`config.mk`:
```
export PLATFORM = sky130hd
export DESIGN_NAME = cache_traffic_gen_flat
export DESIGN_NICKNAME = d
export VERILOG_FILES = /design/src/rtl/cache_traffic_gen_pkg.sv /design/src/rtl/cache_traffic_gen_if.sv /design/src/rtl/cache_traffic_gen_lfsr_n.sv /design/src/rtl/cache_traffic_gen.sv /design/src/flat_wrapper.sv
export SDC_FILE = /design/constraint.sdc
export NUM_CORES = 1
export LEC_CHECK = 0
export ABC_CLOCK_PERIOD_IN_PS = 12200
export CELL_PAD_IN_SITES_DETAIL_PLACEMENT = 2
export CELL_PAD_IN_SITES_GLOBAL_PLACEMENT = 2
export CORE_ASPECT_RATIO = 0.8
export CORE_UTILIZATION = 35
export CTS_CLUSTER_DIAMETER = 60
export CTS_CLUSTER_SIZE = 16
export DETAILED_ROUTE_END_ITERATION = 8
export GPL_TIMING_DRIVEN = 0
export HOLD_SLACK_MARGIN = 0.08
export MAX_ROUTING_LAYER = met4
export PLACE_DENSITY_LB_ADDON = 0.12
export REMOVE_ABC_BUFFERS = 1
export SETUP_SLACK_MARGIN = 0.15
export SLEW_MARGIN = 20
export SYNTH_ARGS = -nofsm -noshare
export SYNTH_HDL_FRONTEND = slang
export SYNTH_SLANG_ARGS = --single-unit
```
`constraint.sdc`:
```
create_clock -name clk -period 12.2 [get_ports clk]
set_clock_uncertainty 0.15 [all_clocks]
set_input_delay 1.22 -clock clk [delete_from_list [all_inputs] [get_ports clk]]
set_output_delay 1.22 -clock clk [all_outputs]
set_load 0.03 [all_outputs]
```
`src/rtl/cache_traffic_gen_pkg.sv`:
```
// Shared definitions for the CPU-side cache traffic generator: FSM state
// encoding, default LFSR feedback taps and default seed.
package cache_tb_pkg;

  typedef enum logic [2:0] {
    S_IDLE  = 3'd0,
    S_ISSUE = 3'd1,
    S_WAIT  = 3'd2,
    S_GAP   = 3'd3,
    S_DONE  = 3'd4
  } state_e;

  // x^16 + x^14 + x^13 + x^11 + 1 as a mask over state bits 15,13,12,10
  localparam logic [15:0] LFSR_TAPS    = 16'hB400;
  localparam logic [15:0] DEFAULT_SEED = 16'hACE1;

endpackage

```
`src/rtl/cache_traffic_gen_if.sv`:
```
// CPU-port bundle between the traffic generator (master) and the L1 cache (slave).
interface cache_traffic_gen_if #(
  parameter int ADDR_WIDTH = 11,
  parameter int DATA_WIDTH = 8
);
  logic [ADDR_WIDTH-1:0] cpu_addr;
  logic [DATA_WIDTH-1:0] cpu_data_in;
  logic                  cpu_read;
  logic                  cpu_write;
  logic                  cpu_ready;
  logic                  cpu_hit;

  modport master (
    output cpu_addr, cpu_data_in, cpu_read, cpu_write,
    input  cpu_ready, cpu_hit
  );

  modport slave (
    input  cpu_addr, cpu_data_in, cpu_read, cpu_write,
    output cpu_ready, cpu_hit
  );
endinterface

```
`src/rtl/cache_traffic_gen_lfsr_n.sv`:
```
// Generic Fibonacci LFSR: shifts left, XOR of tapped bits feeds bit 0.
module lfsr_n
  import cache_tb_pkg::*;
#(
  parameter int               WIDTH   = 16,
  parameter logic [WIDTH-1:0] TAPS    = WIDTH'(LFSR_TAPS),
  parameter logic [WIDTH-1:0] RST_VAL = WIDTH'(DEFAULT_SEED)
) (
  input  logic             clk,
  input  logic             rst_n,
  input  logic             load,
  input  logic [WIDTH-1:0] load_val,
  input  logic             advance,
  output logic [WIDTH-1:0] value
);

  logic [WIDTH-1:0] value_q, value_d;

  always_comb begin
    value_d = value_q;
    if (load)
      value_d = load_val;
    else if (advance)
      value_d = {value_q[WIDTH-2:0], ^(value_q & TAPS)};
  end

  always_ff @(posedge clk or posedge rst_n) begin
    if (rst_n) value_q <= RST_VAL;
    else       value_q <= value_d;
  end

  assign value = value_q;

endmodule

```
`src/rtl/cache_traffic_gen.sv`:
```
// LFSR-driven mixed read/write request generator for the L1 CPU port, with
// inter-request gaps, a response timeout and on-chip latency/hit statistics.
module cache_traffic_gen
  import cache_tb_pkg::*;
#(
  parameter int                    ADDR_WIDTH = 11,
  parameter int                    DATA_WIDTH = 8,
  parameter int                    LFSR_WIDTH = 16,
  parameter logic [LFSR_WIDTH-1:0] SEED       = LFSR_WIDTH'(DEFAULT_SEED),
  parameter logic [LFSR_WIDTH-1:0] TAPS       = LFSR_WIDTH'(LFSR_TAPS),
  parameter int                    CNT_WIDTH  = 16,
  parameter int                    TIMEOUT    = 1024
) (
  input  logic                  clk,
  input  logic                  rst_n,
  input  logic                  start,
  input  logic [LFSR_WIDTH-1:0] seed_value,
  input  logic [CNT_WIDTH-1:0]  num_req,
  input  logic [4:0]            wr_ratio,
  input  logic [ADDR_WIDTH-1:0] addr_mask,
  input  logic [3:0]            gap,
  cache_traffic_gen_if.master   cpu,
  output logic                  busy,
  output logic                  done,
  output logic                  error,
  output logic [CNT_WIDTH-1:0]  req_count,
  output logic [CNT_WIDTH-1:0]  hit_count,
  output logic [CNT_WIDTH-1:0]  wr_count,
  output logic [CNT_WIDTH-1:0]  lat_total,
  output logic [CNT_WIDTH-1:0]  lat_max
);

  localparam logic [2:0] ST_IDLE  = S_IDLE;
  localparam logic [2:0] ST_ISSUE = S_ISSUE;
  localparam logic [2:0] ST_WAIT  = S_WAIT;
  localparam logic [2:0] ST_GAP   = S_GAP;
  localparam logic [2:0] ST_DONE  = S_DONE;

  localparam int                   LAT_W   = $clog2(TIMEOUT + 1);
  localparam logic [CNT_WIDTH-1:0] CNT_ONE = CNT_WIDTH'(1);

  logic [2:0]            state_q, state_d;
  logic                  ready_q;
  logic [LAT_W-1:0]      lat_q, lat_d;
  logic [3:0]            gap_cnt_q, gap_cnt_d;
  logic [CNT_WIDTH-1:0]  num_q, num_d;
  logic [4:0]            ratio_q, ratio_d;
  logic [ADDR_WIDTH-1:0] mask_q, mask_d;
  logic [3:0]            gap_cfg_q, gap_cfg_d;
  logic [ADDR_WIDTH-1:0] addr_q, addr_d;
  logic [DATA_WIDTH-1:0] data_q, data_d;
  logic                  is_wr_q, is_wr_d;
  logic                  error_q, error_d;
  logic [CNT_WIDTH-1:0]  req_q, req_d, hit_q, hit_d, wr_q, wr_d;
  logic [CNT_WIDTH-1:0]  lat_tot_q, lat_tot_d, lat_max_q, lat_max_d;

  logic [LFSR_WIDTH-1:0] lfsr_val;
  logic                  start_ok, in_issue, is_wr_now, complete;
  logic [ADDR_WIDTH-1:0] issue_addr;
  logic [DATA_WIDTH-1:0] issue_data;
  logic [CNT_WIDTH-1:0]  latency, req_next;
  logic [CNT_WIDTH:0]    lat_sum;

  assign start_ok   = start && (state_q == ST_IDLE || state_q == ST_DONE);
  assign in_issue   = (state_q == ST_ISSUE);
  assign issue_addr = lfsr_val[ADDR_WIDTH-1:0] & mask_q;
  assign issue_data = lfsr_val[LFSR_WIDTH-1 -: DATA_WIDTH];
  // Top nibble is always < 16, so ratios above 16 behave like 16
  assign is_wr_now  = {1'b0, lfsr_val[LFSR_WIDTH-1 -: 4]} < ratio_q;
  // Only a rising edge of ready completes, so a stale ready level cannot
  assign complete   = (state_q == ST_WAIT) && cpu.cpu_ready && !ready_q;
  assign latency    = CNT_WIDTH'(lat_q) + CNT_ONE;
  assign lat_sum    = {1'b0, lat_tot_q} + {1'b0, latency};
  assign req_next   = req_q + CNT_ONE;

  lfsr_n #(
    .WIDTH   (LFSR_WIDTH),
    .TAPS    (TAPS),
    .RST_VAL (SEED)
  ) u_lfsr (
    .clk      (clk),
    .rst_n    (rst_n),
    .load     (start_ok),
    .load_val ((seed_value == '0) ? SEED : seed_value),
    .advance  (in_issue),
    .value    (lfsr_val)
  );

  always_comb begin
    state_d   = state_q;
    lat_d     = lat_q;
    gap_cnt_d = gap_cnt_q;
    num_d     = num_q;
    ratio_d   = ratio_q;
    mask_d    = mask_q;
    gap_cfg_d = gap_cfg_q;
    addr_d    = addr_q;
    data_d    = data_q;
    is_wr_d   = is_wr_q;
    error_d   = error_q;
    req_d     = req_q;
    hit_d     = hit_q;
    wr_d      = wr_q;
    lat_tot_d = lat_tot_q;
    lat_max_d = lat_max_q;
    case (state_q)
      ST_IDLE, ST_DONE: begin
        if (start) begin
          num_d     = num_req;
          ratio_d   = wr_ratio;
          mask_d    = addr_mask;
          gap_cfg_d = gap;
          error_d   = 1'b0;
          req_d     = '0;
          hit_d     = '0;
          wr_d      = '0;
          lat_tot_d = '0;
          lat_max_d = '0;
          state_d   = (num_req == '0) ? ST_DONE : ST_ISSUE;
        end
      end
      ST_ISSUE: begin
        addr_d  = issue_addr;
        data_d  = issue_data;
        is_wr_d = is_wr_now;
        lat_d   = LAT_W'(1);
        state_d = ST_WAIT;
      end
      ST_WAIT: begin
        if (complete) begin
          req_d     = req_next;
          hit_d     = cpu.cpu_hit ? hit_q + CNT_ONE : hit_q;
          wr_d      = is_wr_q ? wr_q + CNT_ONE : wr_q;
          lat_tot_d = lat_sum[CNT_WIDTH] ? '1 : lat_sum[CNT_WIDTH-1:0];
          lat_max_d = (latency > lat_max_q) ? latency : lat_max_q;
          if (req_next == num_q) begin
            state_d = ST_DONE;
          end else if (gap_cfg_q != 4'd0) begin
            gap_cnt_d = gap_cfg_q;
            state_d   = ST_GAP;
          end else begin
            state_d = ST_ISSUE;
          end
        end else if (lat_q >= LAT_W'(TIMEOUT)) begin
          error_d = 1'b1;
          state_d = ST_DONE;
        end else begin
          lat_d = lat_q + LAT_W'(1);
        end
      end
      ST_GAP: begin
        if (gap_cnt_q <= 4'd1) state_d = ST_ISSUE;
        else                   gap_cnt_d = gap_cnt_q - 4'd1;
      end
      default: state_d = ST_IDLE;
    endcase
  end

  always_ff @(posedge clk or posedge rst_n) begin
    if (rst_n) begin
      state_q   <= ST_IDLE;
      ready_q   <= 1'b0;
      lat_q     <= '0;
      gap_cnt_q <= '0;
      num_q     <= '0;
      ratio_q   <= '0;
      mask_q    <= '0;
      gap_cfg_q <= '0;
      addr_q    <= '0;
      data_q    <= '0;
      is_wr_q   <= 1'b0;
      error_q   <= 1'b0;
      req_q     <= '0;
      hit_q     <= '0;
      wr_q      <= '0;
      lat_tot_q <= '0;
      lat_max_q <= '0;
    end else begin
      state_q   <= state_d;
      ready_q   <= cpu.cpu_ready;
      lat_q     <= lat_d;
      gap_cnt_q <= gap_cnt_d;
      num_q     <= num_d;
      ratio_q   <= ratio_d;
      mask_q    <= mask_d;
      gap_cfg_q <= gap_cfg_d;
      addr_q    <= addr_d;
      data_q    <= data_d;
      is_wr_q   <= is_wr_d;
      error_q   <= error_d;
      req_q     <= req_d;
      hit_q     <= hit_d;
      wr_q      <= wr_d;
      lat_tot_q <= lat_tot_d;
      lat_max_q <= lat_max_d;
    end
  end

  // Address/data come straight from the LFSR in ISSUE, then held until the next issue
  assign cpu.cpu_addr    = in_issue ? issue_addr : addr_q;
  assign cpu.cpu_data_in = in_issue ? issue_data : data_q;
  assign cpu.cpu_read    = in_issue && !is_wr_now;
  assign cpu.cpu_write   = in_issue && is_wr_now;

  assign busy      = (state_q == ST_ISSUE) || (state_q == ST_WAIT) || (state_q == ST_GAP);
  assign done      = (state_q == ST_DONE);
  assign error     = error_q;
  assign req_count = req_q;
  assign hit_count = hit_q;
  assign wr_count  = wr_q;
  assign lat_total = lat_tot_q;
  assign lat_max   = lat_max_q;

endmodule

```
`src/flat_wrapper.sv`:
```
// flat-port wrapper written by rule: the top's interface ports become plain ports
module cache_traffic_gen_flat import cache_tb_pkg::*;
#(
  parameter int                    ADDR_WIDTH = 11,
  parameter int                    DATA_WIDTH = 8,
  parameter int                    LFSR_WIDTH = 16,
  parameter logic [LFSR_WIDTH-1:0] SEED       = LFSR_WIDTH'(DEFAULT_SEED),
  parameter logic [LFSR_WIDTH-1:0] TAPS       = LFSR_WIDTH'(LFSR_TAPS),
  parameter int                    CNT_WIDTH  = 16,
  parameter int                    TIMEOUT    = 1024
)
  (clk, rst_n, start, seed_value, num_req, wr_ratio, addr_mask, gap, busy, done, error, req_count, hit_count, wr_count, lat_total, lat_max, cpu_cpu_addr, cpu_cpu_data_in, cpu_cpu_read, cpu_cpu_write, cpu_cpu_ready, cpu_cpu_hit);
  cache_traffic_gen_if #(.ADDR_WIDTH(ADDR_WIDTH), .DATA_WIDTH(DATA_WIDTH)) cpu_i ();
  input  logic clk;
  input  logic rst_n;
  input  logic start;
  input  logic [LFSR_WIDTH-1:0] seed_value;
  input  logic [CNT_WIDTH-1:0] num_req;
  input  logic [4:0] wr_ratio;
  input  logic [ADDR_WIDTH-1:0] addr_mask;
  input  logic [3:0] gap;
  output logic busy;
  output logic done;
  output logic error;
  output logic [CNT_WIDTH-1:0] req_count;
  output logic [CNT_WIDTH-1:0] hit_count;
  output logic [CNT_WIDTH-1:0] wr_count;
  output logic [CNT_WIDTH-1:0] lat_total;
  output logic [CNT_WIDTH-1:0] lat_max;
  output wire logic [$bits(cpu_i.cpu_addr)-1:0] cpu_cpu_addr;
  output wire logic [$bits(cpu_i.cpu_data_in)-1:0] cpu_cpu_data_in;
  output wire logic [$bits(cpu_i.cpu_read)-1:0] cpu_cpu_read;
  output wire logic [$bits(cpu_i.cpu_write)-1:0] cpu_cpu_write;
  input wire logic [$bits(cpu_i.cpu_ready)-1:0] cpu_cpu_ready;
  input wire logic [$bits(cpu_i.cpu_hit)-1:0] cpu_cpu_hit;
  assign cpu_cpu_addr = cpu_i.cpu_addr;
  assign cpu_cpu_data_in = cpu_i.cpu_data_in;
  assign cpu_cpu_read = cpu_i.cpu_read;
  assign cpu_cpu_write = cpu_i.cpu_write;
  assign cpu_i.cpu_ready = cpu_cpu_ready;
  assign cpu_i.cpu_hit = cpu_cpu_hit;
  cache_traffic_gen #(.ADDR_WIDTH(ADDR_WIDTH), .DATA_WIDTH(DATA_WIDTH), .LFSR_WIDTH(LFSR_WIDTH), .SEED(SEED), .TAPS(TAPS), .CNT_WIDTH(CNT_WIDTH), .TIMEOUT(TIMEOUT)) u_core (.clk(clk), .rst_n(rst_n), .start(start), .seed_value(seed_value), .num_req(num_req), .wr_ratio(wr_ratio), .addr_mask(addr_mask), .gap(gap), .cpu(cpu_i), .busy(busy), .done(done), .error(error), .req_count(req_count), .hit_count(hit_count), .wr_count(wr_count), .lat_total(lat_total), .lat_max(lat_max));
endmodule
```
; ---- After elaboration in Yosys (flattened, before gate mapping)
; Index checks and enable logic that the tools add are counted.
[word_totals]
out_inout_bits = 104
reg_bits = 172
wordCells = 117
[op_classes]
n_reduce_logical = 29
n_eq_ne = 18
n_mux = 40
magnitude_cmp = 4
add_sub_neg = 7
bitwise = 1
[op_table]
columns = op, count
row1 = $mux 16, 13
row2 = $pmux 16 s2, 5
row3 = $add 16x1->16 const B, 3
row4 = $mux 11, 3
row5 = $logic_not 16->1, 2
row6 = $pmux 11 s2, 1
row7 = $mux 3, 6
row8 = $ne 2x2->1 const B, 9
row9 = $add 16x16->17, 1
row10 = $eq 16x16->1, 1
row11 = $gt 16x16->1, 1
row12 = $mux 4, 4
row13 = $reduce_and 4->1, 4
row14 = $reduce_xor 16->1, 1
row15 = $add 11x1->12 const B, 1
row16 = $pmux 3 s4, 1
row17 = $add 11x1->11 const B, 1
row18 = $and 11x11->11, 1
row19 = $ge 11x11->1 const B, 1
row20 = $reduce_and 3->1, 3
row21 = $mux 8, 1
row22 = $pmux 4 s2, 1
row23 = $reduce_bool 2->1, 4
row24 = $eq 3x2->1 const B, 2
row25 = 18 further kinds, 29

; ---- Logic depth before layout (Yosys ltp)
[logic_depth]
word_depth = 5
mapped_depth = 15
mapped_depth_nobuf = 15

; ---- Cells and area by module
; Synthesis repeated with hierarchy kept, for this count alone.
[unflattened]
cells_unflattened = 1006
hier_area_um2 = 8986.1
[by_module_without_submodules]
columns = mod, cells_each, area_each_um2, n_inst
row1 = cache_traffic_gen, 932, 8191.6, 1
row2 = lfsr_n, 74, 794.5, 1

; ---- Worst setup path after synthesis
; OpenSTA, ideal clock, no wires.
[synth_timing]
path_type = register to register
startpoint = register u_core.lat_q[2]
endpoint = register u_core.lat_max_q[2] (netlist: u_core.lat_max[2])
stages_incl_launch_ff = 15
slack_ns = 8.971
setup_time_ns = 0.125
synth_period_minus_slack_ns = 3.229
required_ns = 11.925
t_arrival_ns = 2.954
path_cell_list = dfrtp_1 nand3_1 nor2_1 and3_1 and3_1 xor2_1 ha_1 a21oi_1 nor2b_1 o21ai_0 nand2b_1 o21ai_0 and2_1 buf_2 mux2_2
[synth_between]
elab_chain_cells = 4
[synth_lines]
columns = item, line_no
row1 = start: declaration, cache_traffic_gen.sv:44  ; logic [LAT_W-1:0] lat_q, lat_d;
row2 = start signal: assignment, cache_traffic_gen.sv:181  ; lat_q <= lat_d;
row3 = $add 11x1->12 *, cache_traffic_gen.sv:72  ; assign latency = CNT_WIDTH'(lat_q) + CNT_ONE;
row4 = $gt 16x16->1 / $mux 16 (equally long branches), cache_traffic_gen.sv:135  ; lat_max_d = (latency > lat_max_q) ? latency : lat_max_q;
row5 = $ne 2x2->1 (no source line) / $mux 16 (equally long branches), --
row6 = $reduce_and 4->1 (no source line) / $pmux 16 s2 (equally long branches), --
row7 = end signal: assignment, cache_traffic_gen.sv:195  ; lat_max_q <= lat_max_d;
row8 = end: declaration, cache_traffic_gen.sv:55  ; logic [CNT_WIDTH-1:0] lat_tot_q, lat_tot_d, lat_max_q, lat_max_d;
; Mark *: on every way between the ends. The rest lies on a longest branch, timed or not. The select of a mux whose other input is x is not followed.
; A chain may end at the register's enable or synchronous reset.

; ---- Worst setup path after layout
[layout_timing]
startpoint = register u_core.state_q[0]
endpoint = output cpu_cpu_read
[layout_between]
elab_chain_cells = 2
[layout_lines]
columns = item, line_no
row1 = start: declaration, cache_traffic_gen.sv:42  ; logic [2:0] state_q, state_d;
row2 = start signal: assignment, cache_traffic_gen.sv:179  ; state_q <= state_d;
row3 = $eq 3x1->1, cache_traffic_gen.sv:65  ; assign in_issue = (state_q == ST_ISSUE);
row4 = $logic_and 1x1->1, cache_traffic_gen.sv:202  ; assign cpu.cpu_read = in_issue && !is_wr_now;
row5 = end: declaration, flat_wrapper.sv:32  ; output wire logic [$bits(cpu_i.cpu_read)-1:0] cpu_cpu_read;
; Every way passes these cells.

==> reports/qor.txt <==
Status = finished, violations left
Failing checks = DRC
Cell variety after synth = 71
CTS Buffer Depth = 2
Nets = 1215
Clk sinks = 168
H-tree depth = 4
Slew headroom = 0.293
Placed cells = 1423
FF+latch count, synth = 168
Power Dens Cells = 211 nW/um^2
EDFF count, synth = 0
Sequential power share = 0.352
Top cell type by total area after synthesis = dfrtp_1
Core area = 24600 sq um
Mux cell area share after synthesis = 0.0121
Tot GR Track Use = 0.229
RSZ-0062 raised after global routing = false
CTS tree = built
1st-iter DRT viols = 296
Ranking of synthesized cells by area = dfrtp_1, nand2_1, ha_1
Vias in the first global route = 8314
Post-route insts no fill = 1455
Fmax achieved = 236 MHz
Crit path kind = flip-flop to output port
Drt drc = 12
Synth async-reset ratio = 1.00
Average wire per standard cell = 19.0 microns
Rows = 51
Cts hold-fix bufs = 0
Syn Inst Count = 982
# resized after CTS = 0
Placement Setup Slack = 7640 ps
Root Driver = clkbuf_16
Final setup margin = 7970 ps
Post-DP HPWL = 19600 microns
Die height = 144 microns
Psw = 0.972 mW
Placer Congestion = 0.799
Max-slew violation count = 0
CP Max Fanout = 38
Setup violators final = 0
Reg clk slew, reported paths = 70 ps
Xor/xnor share of the synthesized area = 0.0689
Num CTS Buffers = 17
Internal power = 1.44 mW
Pleak = 5.19 nW
Ant diodes = 0
Slew at the pin closest to its max-slew limit = 1060 ps
Routed WL = 27700 microns
Initial antenna violation count = 0
Layout cell share with drive strength beyond 1 = 0.0642
Buffers on Ports = 156
Largest net degree at the start of global routing = 92
Synth top cells by count = nand2_1, dfrtp_1, nor2_1, o21ai_0, a21oi_1
Vias = 7724
Fillers = 2630
Final count of hold timing violations = 0
DRT Pass-1 Iters = 6
Simple logic cell fraction of the synthesized area = 0.226
Worst-Skew Late Latency = 430 ps
Worst EP required = 10830 ps
First-pass GRT wire length = 45400 microns
Combinational fraction of design power = 0.405
Die area = 26000 sq um
Fin crit period = 4230 ps
R2R Setup Slk = 8190 ps
Synth Area in Compound Gates = 0.130
CP Capture Type = output port
Syn Std Cell Area = 8860 sq um
Storage cell area = 4210 sq um
Area growth syn-to-layout = 28.8%
Synth Flop Type = dfrtp_1
Starting Density = 0.361
Main combinational cell family by area after synthesis = simple AND/OR/NAND/NOR gates
Total negative slack = 0 ps
Count leader, synth = nand2_1
Final ANT Viol Nets = 0
Clock power share = 0.243
R2r worst-path depth = 13
Grt total ovfl = 0
Vias per Instance = 5.31
Syn. warnings = 0
Register area share after synthesis = 0.475
Mean Syn Cell Area = 9.03 sq um
Critical path launch point type = flip-flop
Switching Fraction = 0.403
Number of primary I/O pins = 161
CP arrival = 2860 ps
Share of the synthesized area in the top cell type = 0.452
Worst ir drop on vdd = 0.000109 V
Post-synthesis adder-cell area fraction = 0.0488
HP Class = flip-flop to flip-flop
Width of the die = 180 microns
Post-CTS Setup Inserts = 0
Hold path depth = 2
Multi-input logic area = 4340 sq um
Max-cap viol count = 0
Tcrit/Tclk final = 0.347
==> through the flow <==
| stage | power (mW) | hold WS [ps] | utilization | cell area (sq um) |
|---|---|---|---|---|
| after global routing | 2.57 | 355 | 0.465 | 11400 |
| final | 2.41 | 315 | 0.465 | 11400 |
| after floorplan | 1.44 | 295 | - | 8670 |
| after detailed placement | 1.84 | 303 | 0.439 | 10800 |
| after global placement | 1.77 | 298 | 0.433 | 10600 |
| after CTS | 2.45 | 324 | 0.465 | 11400 |
==> path summary, 6_finish.rpt <==
check                                              start                                 end
setup / recovery           u_core.state_q[0]$_DFFE_PP0P_                        cpu_cpu_read
hold / removal                u_core.addr_q[5]$_DFF_PP0_          u_core.addr_q[5]$_DFF_PP0_
setup reg to reg             u_core.lat_q[2]$_DFFE_PP0P_    u_core.lat_total[15]$_DFFE_PP0P_
hold reg to reg               u_core.addr_q[5]$_DFF_PP0_          u_core.addr_q[5]$_DFF_PP0_
max in group asynchronous                          rst_n  u_core.u_lfsr.value[0]$_DFFE_PP1P_
min in group asynchronous                          rst_n          u_core.data_q[7]$_DFF_PP0_
==> layout by cell type, fill, tap and decap left out, drive strengths merged, types with 3 or more instances in the layout <==
cell,instances
a211oi,3
a21boi,3
a21o,8
a21oi,48
a22o,8
a31oi,27
and2,8
and3,8
and4,6
buf,8
bufinv,3
clkbuf,20
clkdlybuf4s50,156
clkinv,6
conb,4
dfrtp,160
dfstp,8
ha,33
inv,37
mux2,6
mux2i,4
nand2,221
nand2b,6
nand3,45
nand4,14
nor2,84
nor2b,4
nor3,10
nor3b,3
nor4,12
o21ai,58
o21bai,4
o311ai,3
o31ai,6
or3,7
xnor2,32
xor2,35
==> cell type report <==
class | count | area share
inverter | 35 | 0.0122
tap | 318 | 0.0348
timing repair buffer | 164 | 0.149
multi-input combinational | 738 | 0.380
sequential | 168 | 0.369
clock buffer | 20 | 0.0409
clock inverter | 12 | 0.0146
==> sequential cells by signal (all words and copies together) (netlist names), 3 cells and up <==
| signal | count |
|---|---|
| u_core.addr_q | 11 |
| u_core.data_q | 8 |
| u_core.gap_cfg_q | 4 |
| u_core.gap_cnt_q | 4 |
| u_core.hit_count | 16 |
| u_core.lat_max | 12 |
| u_core.lat_q | 11 |
| u_core.lat_total | 16 |
| u_core.mask_q | 11 |
| u_core.num_q | 16 |
| u_core.ratio_q | 5 |
| u_core.req_count | 16 |
| u_core.state_q | 3 |
| u_core.u_lfsr.value | 16 |
| u_core.wr_count | 16 |
==> cells by family after synthesis <==
group | Yosys count
AOI/OAI and AO/OA | 186
xor gates and xnor gates | 68
adders and majority gates | 34
buffers and inverters | 79
DFF | 168
muxes | 10
other | 1
and+or+nand+nor | 436
==> critical path, stage by stage (launching register included) <==
cell	delay (ps)
dfrtp_1	610
nand2_2	560
nor3_1	510
clkdlybuf4s50_1	740
==> metal layers <==
metal  wire length [microns]  GRT usage
met1                   13000      0.296
met2                   13700      0.381
met3                     768     0.0368
met4                     193     0.0472
met5                       0          -
==> power by group through the flow <==
stage	clock [mW]	combinational, mW	sequential (mW)
after floorplan	0	0.575	0.861
final	0.586	0.976	0.849
after global placement	0	0.919	0.848
after CTS	0.604	0.995	0.850
after detailed placement	0	0.980	0.855
after global routing	0.620	1.08	0.871
No activity file was read; power rests on OpenSTA's default activity.
